[config.mk]
export PLATFORM = sky130hd
export DESIGN_NAME = oversampled_serial_tx_flat
export DESIGN_NICKNAME = d
export VERILOG_FILES = /design/src/rtl/oversampled_serial_tx_pkg.sv /design/src/rtl/oversampled_serial_tx_if.sv /design/src/rtl/oversampled_serial_tx_phase_shifter.sv /design/src/rtl/oversampled_serial_tx.sv /design/src/flat_wrapper.sv
export SDC_FILE = /design/constraint.sdc
export NUM_CORES = 1
export LEC_CHECK = 0
export BUFFER_PORTS_ARGS = -buffer_cell sky130_fd_sc_hd__buf_2
export CAP_MARGIN = 20
export CORE_MARGIN = 10
export CORE_UTILIZATION = 44
export CTS_BUF_LIST = sky130_fd_sc_hd__clkbuf_8
export CTS_CLUSTER_DIAMETER = 200
export DETAILED_ROUTE_END_ITERATION = 10
export PLACE_DENSITY_LB_ADDON = 0.1
export SYNTH_ARGS = -nofsm -noshare
export SYNTH_HDL_FRONTEND = slang
export SYNTH_SLANG_ARGS = --single-unit
[constraint.sdc]
create_clock -name clk -period 1.55 [get_ports clk]
set_clock_uncertainty 0.2 [all_clocks]
set_input_delay 0.155 -clock clk [delete_from_list [all_inputs] [get_ports clk]]
set_output_delay 0.155 -clock clk [all_outputs]
set_load 0.02 [all_outputs]
[src/rtl/oversampled_serial_tx_pkg.sv]
// Shared constants, state encoding and sample expansion for the 4x-oversampled serial link.
package oversampled_serial_tx_pkg;

    localparam int unsigned OSR             = 4;
    localparam int unsigned SAMPLES_PER_CLK = 8;
    localparam int unsigned BITS_PER_CLK    = 2;

    typedef enum logic {
        IDLE  = 1'b0,
        SHIFT = 1'b1
    } state_t;

    // Each bit becomes OSR identical samples; bit0 occupies the earliest samples.
    function automatic logic [SAMPLES_PER_CLK-1:0] expand_pair(input logic [BITS_PER_CLK-1:0] pair);
        return {{OSR{pair[1]}}, {OSR{pair[0]}}};
    endfunction

endpackage

[src/rtl/oversampled_serial_tx_if.sv]
// Word stream in, oversampled sample window and status out.
interface oversampled_serial_tx_if #(
    parameter int unsigned DATA_W = 8
);
    import oversampled_serial_tx_pkg::*;

    logic [DATA_W-1:0]          s_data;
    logic                       s_valid;
    logic                       s_ready;
    logic [SAMPLES_PER_CLK-1:0] sample_window;
    logic                       busy;

    modport master (
        output s_data,
        output s_valid,
        input  s_ready,
        input  sample_window,
        input  busy
    );

    modport slave (
        input  s_data,
        input  s_valid,
        output s_ready,
        output sample_window,
        output busy
    );

endinterface

[src/rtl/oversampled_serial_tx_phase_shifter.sv]
// Delays the sample stream by 0-3 samples using the current and previous unshifted windows.
module tx_phase_shifter
    import oversampled_serial_tx_pkg::*;
(
    input  logic                       clk,
    input  logic                       areset,
    input  logic [1:0]                 i_phase,
    input  logic [SAMPLES_PER_CLK-1:0] i_cur_win,
    output logic [SAMPLES_PER_CLK-1:0] o_win_c
);

    localparam int unsigned EXT_W = 2 * SAMPLES_PER_CLK;
    localparam int unsigned SH_W  = $clog2(SAMPLES_PER_CLK + 1);

    logic [SAMPLES_PER_CLK-1:0] r_prev;
    logic [EXT_W-1:0]           w_ext;
    logic [SH_W-1:0]            w_sh;

    always_ff @(posedge clk or posedge areset) begin
        if (areset) begin
            r_prev <= '0;
        end else begin
            r_prev <= i_cur_win;
        end
    end

    // Output bit i takes ext[i + 8 - phase]: older samples slide in from the previous window.
    assign w_ext   = {i_cur_win, r_prev};
    assign w_sh    = SH_W'(SAMPLES_PER_CLK) - SH_W'(i_phase);
    assign o_win_c = SAMPLES_PER_CLK'(w_ext >> w_sh);

endmodule

[src/rtl/oversampled_serial_tx.sv]
// Serialises words LSB first at 2 bits/clock into 4x-oversampled 8-sample windows.
// Optional TX_PHASE_SHIFT_EN adds a 2-bit phase input delaying the stream by 0-3 samples.
module oversampled_serial_tx
    import oversampled_serial_tx_pkg::*;
#(
    parameter int unsigned DATA_W    = 8,
    parameter logic [1:0]  IDLE_PAIR = 2'b01
) (
    input  logic clk,
    input  logic areset,
`ifdef TX_PHASE_SHIFT_EN
    input  logic [1:0] phase,
`endif
    oversampled_serial_tx_if.slave bus
);

    localparam int unsigned PAIRS = DATA_W / BITS_PER_CLK;
    localparam int unsigned CNT_W = $clog2(PAIRS + 1);

    state_t                     r_state;
    state_t                     w_state_nxt;
    logic [DATA_W-1:0]          r_shreg;
    logic [DATA_W-1:0]          w_shreg_nxt;
    logic [CNT_W-1:0]           r_cnt;
    logic [CNT_W-1:0]           w_cnt_nxt;
    logic                       r_ready;
    logic                       w_ready_nxt;
    logic                       r_busy;
    logic                       w_busy_nxt;
    logic [SAMPLES_PER_CLK-1:0] r_window;
    logic [SAMPLES_PER_CLK-1:0] w_cur_win;
    logic [SAMPLES_PER_CLK-1:0] w_out_win;
    logic                       w_xfer;

    assign w_xfer = bus.s_valid && r_ready;

    always_ff @(posedge clk or posedge areset) begin
        if (areset) begin
            r_state <= IDLE;
        end else begin
            r_state <= w_state_nxt;
        end
    end

    // A word is only ever accepted while ready, so a transfer always lands in SHIFT.
    always_comb begin
        w_state_nxt = r_state;
        case (r_state)
            IDLE:    if (w_xfer) w_state_nxt = SHIFT;
            SHIFT:   if ((r_cnt == CNT_W'(1)) && !w_xfer) w_state_nxt = IDLE;
            default: w_state_nxt = IDLE;
        endcase
    end

    always_comb begin
        w_shreg_nxt = r_shreg;
        w_cnt_nxt   = r_cnt;
        w_cur_win   = expand_pair(IDLE_PAIR);
        case (r_state)
            IDLE: begin
                if (w_xfer) begin
                    w_shreg_nxt = bus.s_data;
                    w_cnt_nxt   = CNT_W'(PAIRS);
                end
            end
            SHIFT: begin
                w_cur_win = expand_pair(r_shreg[BITS_PER_CLK-1:0]);
                if (w_xfer) begin
                    w_shreg_nxt = bus.s_data;
                    w_cnt_nxt   = CNT_W'(PAIRS);
                end else begin
                    w_shreg_nxt = r_shreg >> BITS_PER_CLK;
                    w_cnt_nxt   = r_cnt - CNT_W'(1);
                end
            end
            default: ;
        endcase
        // Ready is precomputed so it depends only on registered state.
        w_ready_nxt = (w_state_nxt == IDLE) || (w_cnt_nxt == CNT_W'(1));
        w_busy_nxt  = (w_state_nxt == SHIFT);
    end

`ifdef TX_PHASE_SHIFT_EN
    tx_phase_shifter u_phase_shifter (
        .clk       (clk),
        .areset    (areset),
        .i_phase   (phase),
        .i_cur_win (w_cur_win),
        .o_win_c   (w_out_win)
    );
`else
    assign w_out_win = w_cur_win;
`endif

    always_ff @(posedge clk or posedge areset) begin
        if (areset) begin
            r_shreg  <= '0;
            r_cnt    <= '0;
            r_ready  <= 1'b1;
            r_busy   <= 1'b0;
            r_window <= '0;
        end else begin
            r_shreg  <= w_shreg_nxt;
            r_cnt    <= w_cnt_nxt;
            r_ready  <= w_ready_nxt;
            r_busy   <= w_busy_nxt;
            r_window <= w_out_win;
        end
    end

    assign bus.s_ready       = r_ready;
    assign bus.busy          = r_busy;
    assign bus.sample_window = r_window;

endmodule

[src/flat_wrapper.sv]
// flat-port wrapper written by rule: the top's interface ports become plain ports
module oversampled_serial_tx_flat import oversampled_serial_tx_pkg::*;
#(
    parameter int unsigned DATA_W    = 8,
    parameter logic [1:0]  IDLE_PAIR = 2'b01
)
  (clk, areset, bus_s_data, bus_s_valid, bus_s_ready, bus_sample_window, bus_busy);
  oversampled_serial_tx_if #(.DATA_W(DATA_W)) bus_i ();
  input  logic clk;
  input  logic areset;
  input wire logic [$bits(bus_i.s_data)-1:0] bus_s_data;
  input wire logic [$bits(bus_i.s_valid)-1:0] bus_s_valid;
  output wire logic [$bits(bus_i.s_ready)-1:0] bus_s_ready;
  output wire logic [$bits(bus_i.sample_window)-1:0] bus_sample_window;
  output wire logic [$bits(bus_i.busy)-1:0] bus_busy;
  assign bus_i.s_data = bus_s_data;
  assign bus_i.s_valid = bus_s_valid;
  assign bus_s_ready = bus_i.s_ready;
  assign bus_sample_window = bus_i.sample_window;
  assign bus_busy = bus_i.busy;
  oversampled_serial_tx #(.DATA_W(DATA_W), .IDLE_PAIR(IDLE_PAIR)) u_core (.clk(clk), .areset(areset), .bus(bus_i));
endmodule
[Word-level counts from Yosys, hierarchy flattened]
Cells that the tools add are included.
Storage, ports and cells
  output and inout bits: 10
  memory bits (read-only): 0
  latch bits: 0
  bits in writable memories: 0
  bits in registers: 21
  memories kept: 0
  input port bits: 11
Operators by class
  bitwise operators: 2
  $lt $le $gt $ge: 0
  equal/unequal tests: 3
  reduce and logical (&&, ||, !) cells: 4
  shift operators: 0
  div/mod/pow operators: 0
  add/sub/neg operators: 1
  multipliers: 0
  mux-type cells: 10
Operator list (number)
  2-to-1 mux 8 bit: 3
  one-hot mux 8 bit (2 select lines): 1
  equality test 3 x 1 -> 1 bit (second input constant): 2
  2-to-1 mux 3 bit: 2
  one-hot mux 3 bit (2 select lines): 1
  subtractor 3 x 1 -> 3 bit (second input constant): 1
  logical AND 1 bit: 2
  2-to-1 mux 1 bit: 2
  inequality test 2 x 1 -> 1 bit (second input constant): 1
  NOT 1 bit: 2
  one-hot mux 1 bit (2 select lines): 1
  logical NOT 1 bit: 1
  logical OR 1 bit: 1

[Depth between registers and ports, before layout]
Gate-level depths: netlist of the first run.
  word-level depth: 7
  depth in mapped cells: 5
  gate-level depth less buffers: 5

[Worst setup path after synthesis of the first run]
Ideal clock, no wire load.
  kind: reg2reg
  from: reg u_core.r_cnt[0]
  to: reg u_core.r_ready (netlist: u_core.bus.s_ready)
  required time: 1.269 ns
  data arrival time: 1.077 ns
  library setup time: 0.081 ns
  period minus slack after synthesis: 1.358 ns
  path slack: 0.192 ns
  cell stages (with the launch flop): 6
  cell sequence: dfrtp_1 -> inv_1 -> ha_1 -> xnor2_1 -> a311oi_2 -> nor2_1
On the way
  longest elaborated chain between the ends: 6
  elaborated cells between the ends (all ways): 11
  those cells by class: 1 x add/sub; 2 x eq/ne; 5 x mux; 1 x bitwise; 2 x reduce/logical
RTL lines
  start, declared: RTL line oversampled_serial_tx.sv:24  | logic [CNT_W-1:0] r_cnt;
  start signal, assigned: RTL line oversampled_serial_tx.sv:104  | r_cnt <= w_cnt_nxt;
  parallel branches: the longest is 5 deep, another holds subtractor 3 x 1 -> 3 bit
  logical OR 1 bit (*): RTL line oversampled_serial_tx.sv:79  | w_ready_nxt = (w_state_nxt == IDLE) || (w_cnt_nxt == CNT_W'(1));
  net u_core.w_ready_nxt: RTL line oversampled_serial_tx.sv:27  | logic w_ready_nxt;
  end signal, assigned: RTL line oversampled_serial_tx.sv:105  | r_ready <= w_ready_nxt;
  end, declared: RTL line oversampled_serial_tx.sv:26  | logic r_ready;
Mark *: on every way through the listed nets, which the timed path passes.
A chain may end at the register's enable or synchronous reset.

[Worst setup path in the final report of the first run]
Same ends and word-level chain as after synthesis.

==> flow_metrics.env, run 1 <==
export IMPL_post_route_period_util_pct=92.6
export IMPL_syn_cell_area_um2=749
export IMPL_avgSynthCellArea_um2=10.6
export IMPL_drive_above_1_share_pct=31.3
export IMPL_peakVddDrop_uv=909
export IMPL_dr_pass1_iters=4
export IMPL_grt_pass1_vias=528
export IMPL_synthSimpleGateAreaFrac_pct=12.7
export IMPL_die_x_um=61.3
export IMPL_clkLatencyLatePin_ps=240
export IMPL_required_ps=1520
export IMPL_hold_path_class="in2reg"
export IMPL_cts_made_buffers=3
export IMPL_ios=21
export IMPL_h_tree_depth=1
export IMPL_post_route_util_pct=59.6
export IMPL_antenna_found_initial=0
export IMPL_power_density_nw_per_um2=1920
export IMPL_cts_root_buf="clkbuf_8"
export IMPL_internal_power_mw=1.09
export IMPL_cp_end_kind="register"
export IMPL_max_freq_mhz=697
export IMPL_path_clk_slew_ps=60
export IMPL_initial_utilization_pct=48.1
export IMPL_grt_max_degree=17
export IMPL_p_seq_share_pct=37.1
export IMPL_relSlewSlack_pct=63.4
export IMPL_synthAdderAreaFrac_pct=3.34
export IMPL_cpLargestDelayFamily="flip-flops"
export IMPL_place_congestion=0.685
export IMPL_placementRows=14
export IMPL_synthToLayoutAreaGrowth_pct=24.0
export IMPL_critPathBufInv=1
export IMPL_clk_path_buf_depth=2
export IMPL_comb_power_share_pct=45.9
export IMPL_yosysWarnings=0
export IMPL_grt_usage_pct=7.92
export IMPL_synth_compound_area_share_pct=9.35
export IMPL_p_leak_nw=0.495
export IMPL_cp_slowest_stage_delay_ps=380
export IMPL_drtAntennaViolNets=0
export IMPL_rsz0062_at_grt="false"
export IMPL_multi_input_area_um2=268
export IMPL_grt_remaining_overflow=0
export IMPL_hpwl_um=999
export IMPL_cts_tree="built"
export IMPL_worstSetupPathType="reg2reg"
export IMPL_finalHoldViolations=0
export IMPL_syn_nets=84
export IMPL_status="complete, no violations"
export IMPL_slew_viol_final=0
export IMPL_routed_wl_um=1350
export IMPL_syn_inst=71
export IMPL_antenna_cells=0
export IMPL_total_power_mw=1.79
export IMPL_vias=525
export IMPL_fin_crit_ps=1440
export IMPL_maxCapViolCount=0
export IMPL_finalSetupViolCount=0
export IMPL_clock_sinks=15
export IMPL_arrival_ps=1410
export IMPL_layout_common_cells="20 x buf_2, 14 x dfrtp_1, 11 x nand2_1"
export IMPL_worst_slack_ps=115
export IMPL_setup_worst_path_start_class="register"
export IMPL_core_area_um2=1560
export IMPL_worstPathMaxFanout=3
export IMPL_die_height_um=61.3
export IMPL_fp_dieArea_um2=3750
export IMPL_synth_top_family_by_area="buffers and inverters"
export IMPL_final_common_cell="buf_2"
export IMPL_p_sw_share_pct=39.0
export IMPL_nets=110
export IMPL_pre_cts_slack_ps=120
export IMPL_grt_pass1_wl_um=2240
export IMPL_synthMuxAreaShare_pct=8.01
export IMPL_yosysSeqAreaShare_pct=50.3
export IMPL_drc_errors=0
export IMPL_finalSetupTns_ps=0
export IMPL_crit_chain="inv_1, ha_1, xnor2_1, a311oi_2, nor2_1"
export IMPL_synth_xor_area_share_pct=2.34
export IMPL_ys_ff_latch=15
export IMPL_post_drt_via_cell_ratio=4.69
export IMPL_nFillCells=144
export IMPL_ys_types=20
export IMPL_tightest_slew_ps=548
export IMPL_port_buffers=20
export IMPL_p_clk_share_pct=17.0
export IMPL_cts_setup_buffers=0
export IMPL_layout_area_seq_um2=377
export IMPL_avgRoutedWirePerCell_um=12.1
export IMPL_slowest_stage="dfrtp_1"
export IMPL_total_switching_power_mw=0.698
export IMPL_drt_iter0_drc=14
==> per-stage QoR <==
step	hold slack (ps)	cell area [um^2]	instances
global placement	37.6	795	99
CTS	55.7	930	112
detailed placement	38.6	795	99
floorplan	-144	749	71
finish	46.6	930	112
global route	118	930	112
==> cells in the mapped netlist <==
cell type	instances	area share (%)
dfrtp_1	14	47
nand2_1	11	5.5
buf_4	6	6.0
mux2i_1	6	8.0
o21ai_0	5	3.3
buf_6	4	6.0
o21ai_1	4	2.7
inv_1	3	1.5
a21oi_1	2	1.3
and2_1	2	1.7
ha_1	2	3.3
nand3_1	2	1.3
nor2_1	2	1.0
xnor2_1	2	2.3
a311oi_2	1	2.0
and2b_4	1	1.3
and3_2	1	1.0
dfstp_2	1	3.5
inv_2	1	0.50
nand2b_1	1	0.84
==> layer usage <==
layer | GRT usage, % | share of wire, %
met2 | 11.7 | 39
met3 | 3.29 | 11
met1 | 9.35 | 48
met4 | 4.89 | 2.1
met5 | 0 | 0
==> what timing repair did <==
action,CTS,global route
endpoints found under the hold margin,22,0
hold buffers,9,0
gates resized for setup,0,0
==> power groups by stage <==
stage	registers [mW]	clock network, mW	logic (mW)
detailed placement	0.673	0	0.818
global placement	0.664	0	0.807
finish	0.664	0.303	0.822
floorplan	0.718	0	0.698
global route	0.687	0.331	0.919
CTS	0.666	0.314	0.837
==> sequential cells by signal, summed over array words and instances, names as in the netlist <==
signal / count
u_core.r_state: 1
u_core.bus.sample_window: 2
u_core.r_cnt: 3
u_core.r_shreg: 8
u_core.bus.s_ready: 1
==> worst paths after layout <==
kind / end / depth (start not counted) / startpoint / slack [ps]
worst max-delay path: u_core.bus.s_ready / 5 / u_core.r_cnt[0] / 110
worst min-delay path: u_core.r_state / 3 / bus_s_valid / 50
worst max register to register: u_core.bus.s_ready / 5 / u_core.r_cnt[0] / 110
worst min register to register: u_core.bus.sample_window[3] / 1 / u_core.r_shreg[0] / 270
max in group asynchronous: u_core.bus.s_ready / 3 / areset / 490
min in group asynchronous: u_core.bus.sample_window[3] / 3 / areset / 300
==> worst min-delay path, cell delays in order <==
cell	delay (ps)
buf_2	80
nand2_1	110
o21ai_0	100
==> cells by family (layout without fill, tap and decap cells) <==
family          Yosys count  in the layout
flops                    15             15
mux                       6              6
compound gates           12             12
simple gates             20             20
fa+ha+maj                 2              2
buf+inv                  14             39
xor+xnor                  2              2
==> final cells by class <==
| class | count | share of cell area [%] |
|---|---|---|
| timing repair buffer | 31 | 22.1 |
| inverter | 4 | 1.62 |
| sequential | 15 | 40.5 |
| multi-input combinational | 42 | 28.8 |
| clock buffer | 3 | 4.44 |
| clock inverter | 1 | 0.404 |
| tap | 16 | 2.15 |
Power figures use the tool's default switching activity.
==> run 2: changes to the inputs <==
--- a/config.mk
+++ b/config.mk
@@ -8,7 +8,7 @@
 export BUFFER_PORTS_ARGS = -buffer_cell sky130_fd_sc_hd__buf_2
 export CAP_MARGIN = 20
 export CORE_MARGIN = 10
-export CORE_UTILIZATION = 44
+export CORE_UTILIZATION = 52
 export CTS_BUF_LIST = sky130_fd_sc_hd__clkbuf_8
 export CTS_CLUSTER_DIAMETER = 200
 export DETAILED_ROUTE_END_ITERATION = 10
==> flow_metrics.env, run 2 (same netlist as run 1, synthesis figures left out) <==
export IMPL_status="complete, no violations"
export IMPL_grt_max_degree=16
export IMPL_synthToLayoutAreaGrowth_pct=25.9
export IMPL_maxCapViolCount=0
export IMPL_hpwl_um=1080
export IMPL_clk_path_buf_depth=2
export IMPL_cts_tree="built"
export IMPL_cts_setup_buffers=0
export IMPL_drtAntennaViolNets=0
export IMPL_drive_above_1_share_pct=32.7
export IMPL_antenna_cells=0
export IMPL_peakVddDrop_uv=1070
export IMPL_path_clk_slew_ps=60
export IMPL_post_cts_resized=0
export IMPL_die_x_um=58.0
export IMPL_post_route_period_util_pct=90.8
export IMPL_layout_common_cells="20 x buf_2, 14 x dfrtp_1, 11 x nand2_1"
export IMPL_final_common_cell="buf_2"
export IMPL_place_congestion=0.752
export IMPL_hold_path_class="in2reg"
export IMPL_cts_hold_fix_buffers=9
export IMPL_placementRows=13
export IMPL_cts_made_buffers=3
export IMPL_clock_sinks=15
export IMPL_fin_crit_ps=1410
export IMPL_die_height_um=58.0
export IMPL_h_tree_depth=1
export IMPL_finalSetupTns_ps=0
export IMPL_grt_pass1_wl_um=2510
export IMPL_avgRoutedWirePerCell_um=13.1
export IMPL_max_freq_mhz=711
export IMPL_post_drt_via_cell_ratio=4.80
export IMPL_port_buffers=20
export IMPL_antenna_found_initial=0
export IMPL_nFillCells=105
export IMPL_drc_errors=0
export IMPL_top_register="u_core.r_shreg"
export IMPL_setup_worst_path_start_class="register"
export IMPL_core_area_um2=1330
export IMPL_ios=21
export IMPL_grt_pass1_vias=582
export IMPL_vias=542
export IMPL_worst_slack_ps=143
export IMPL_fp_dieArea_um2=3360
export IMPL_slew_viol_final=0
export IMPL_pre_cts_slack_ps=139
export IMPL_dr_pass1_iters=4
export IMPL_worstSetupPathType="reg2reg"
export IMPL_initial_utilization_pct=56.2
export IMPL_grt_usage_pct=9.32
export IMPL_rsz0062_at_grt="false"
export IMPL_p_leak_nw=0.504
export IMPL_nets=112
export IMPL_routed_wl_um=1480
export IMPL_finalSetupViolCount=0
export IMPL_finalHoldViolations=0
export IMPL_clkLatencyLatePin_ps=240
export IMPL_power_density_nw_per_um2=1940
export IMPL_worstPathMaxFanout=3
export IMPL_grt_remaining_overflow=0
export IMPL_cts_root_buf="clkbuf_8"
export IMPL_drt_iter0_drc=6
export IMPL_tightest_slew_ps=544
export IMPL_relSlewSlack_pct=63.7
export IMPL_required_ps=1520
export IMPL_arrival_ps=1380
export IMPL_cp_end_kind="register"
export IMPL_largest_reg_flops=8
==> run 2: cell types whose count changed in the layout (fill, tap and decap cells not counted) <==
cell | previous run | this run
buf_4 | 2 | 4
==> run 2: area by class of cell <==
type | count | area [um^2] | area share [%]
multi-input combinational | 42 | 268 | 28.4
inverter | 4 | 15.0 | 1.59
clock buffer | 3 | 41.3 | 4.38
timing repair buffer | 33 | 220 | 23.3
sequential | 15 | 377 | 39.9
clock inverter | 1 | 3.75 | 0.398
tap | 15 | 18.8 | 1.99
==> run 2: metrics by stage <==
stage / std cells / total power, mW / hold slack (ps) / util [%] / cell area, um^2
after floorplan: 71 / 1.42 / -144 / - / 749
after global routing: 113 / 1.98 / 60.1 / 70.7 / 943
after detailed placement: 100 / 1.52 / 37.5 / 60.6 / 808
after global placement: 100 / 1.50 / 37.7 / 60.6 / 808
final: 113 / 1.83 / 47.2 / 70.7 / 943
after CTS: 113 / 1.85 / 42.9 / 70.7 / 943
==> run 2: layer usage <==
metal | vias to the layer above | wire length, um | part of all wire (%) | track usage [%]
met5 | - | 0 | 0 | 0
li1 | 279 | - | - | -
met3 | 4 | 152 | 10 | 5.23
met4 | 0 | 18 | 1.2 | 3.02
met2 | 20 | 632 | 43 | 14.7
met1 | 239 | 681 | 46 | 10.4
==> run 2: power breakdown <==
group,internal [mW],switching (mW)
Clock,0.175,0.128
Combinational,0.370,0.472
Sequential,0.567,0.114
Total,1.11,0.714
==> run 2: critical path, cell delays in order (launching register included) <==
cell	delay (ps)
dfrtp_1	370
inv_1	80
ha_1	230
xnor2_1	140
a311oi_2	250
nor2_1	60
==> run 2: final timing paths <==
kind	from	endpoint	slack, ps	depth (start not counted)
max in group asynchronous	areset	u_core.bus.s_ready	480	3
min reg2reg	u_core.r_shreg[0]	u_core.bus.sample_window[3]	270	1
max	u_core.r_cnt[0]	u_core.bus.s_ready	140	5
max reg2reg	u_core.r_cnt[0]	u_core.bus.s_ready	140	5
min	bus_s_valid	u_core.r_state	50	3
min in group asynchronous	areset	u_core.r_cnt[2]	310	3
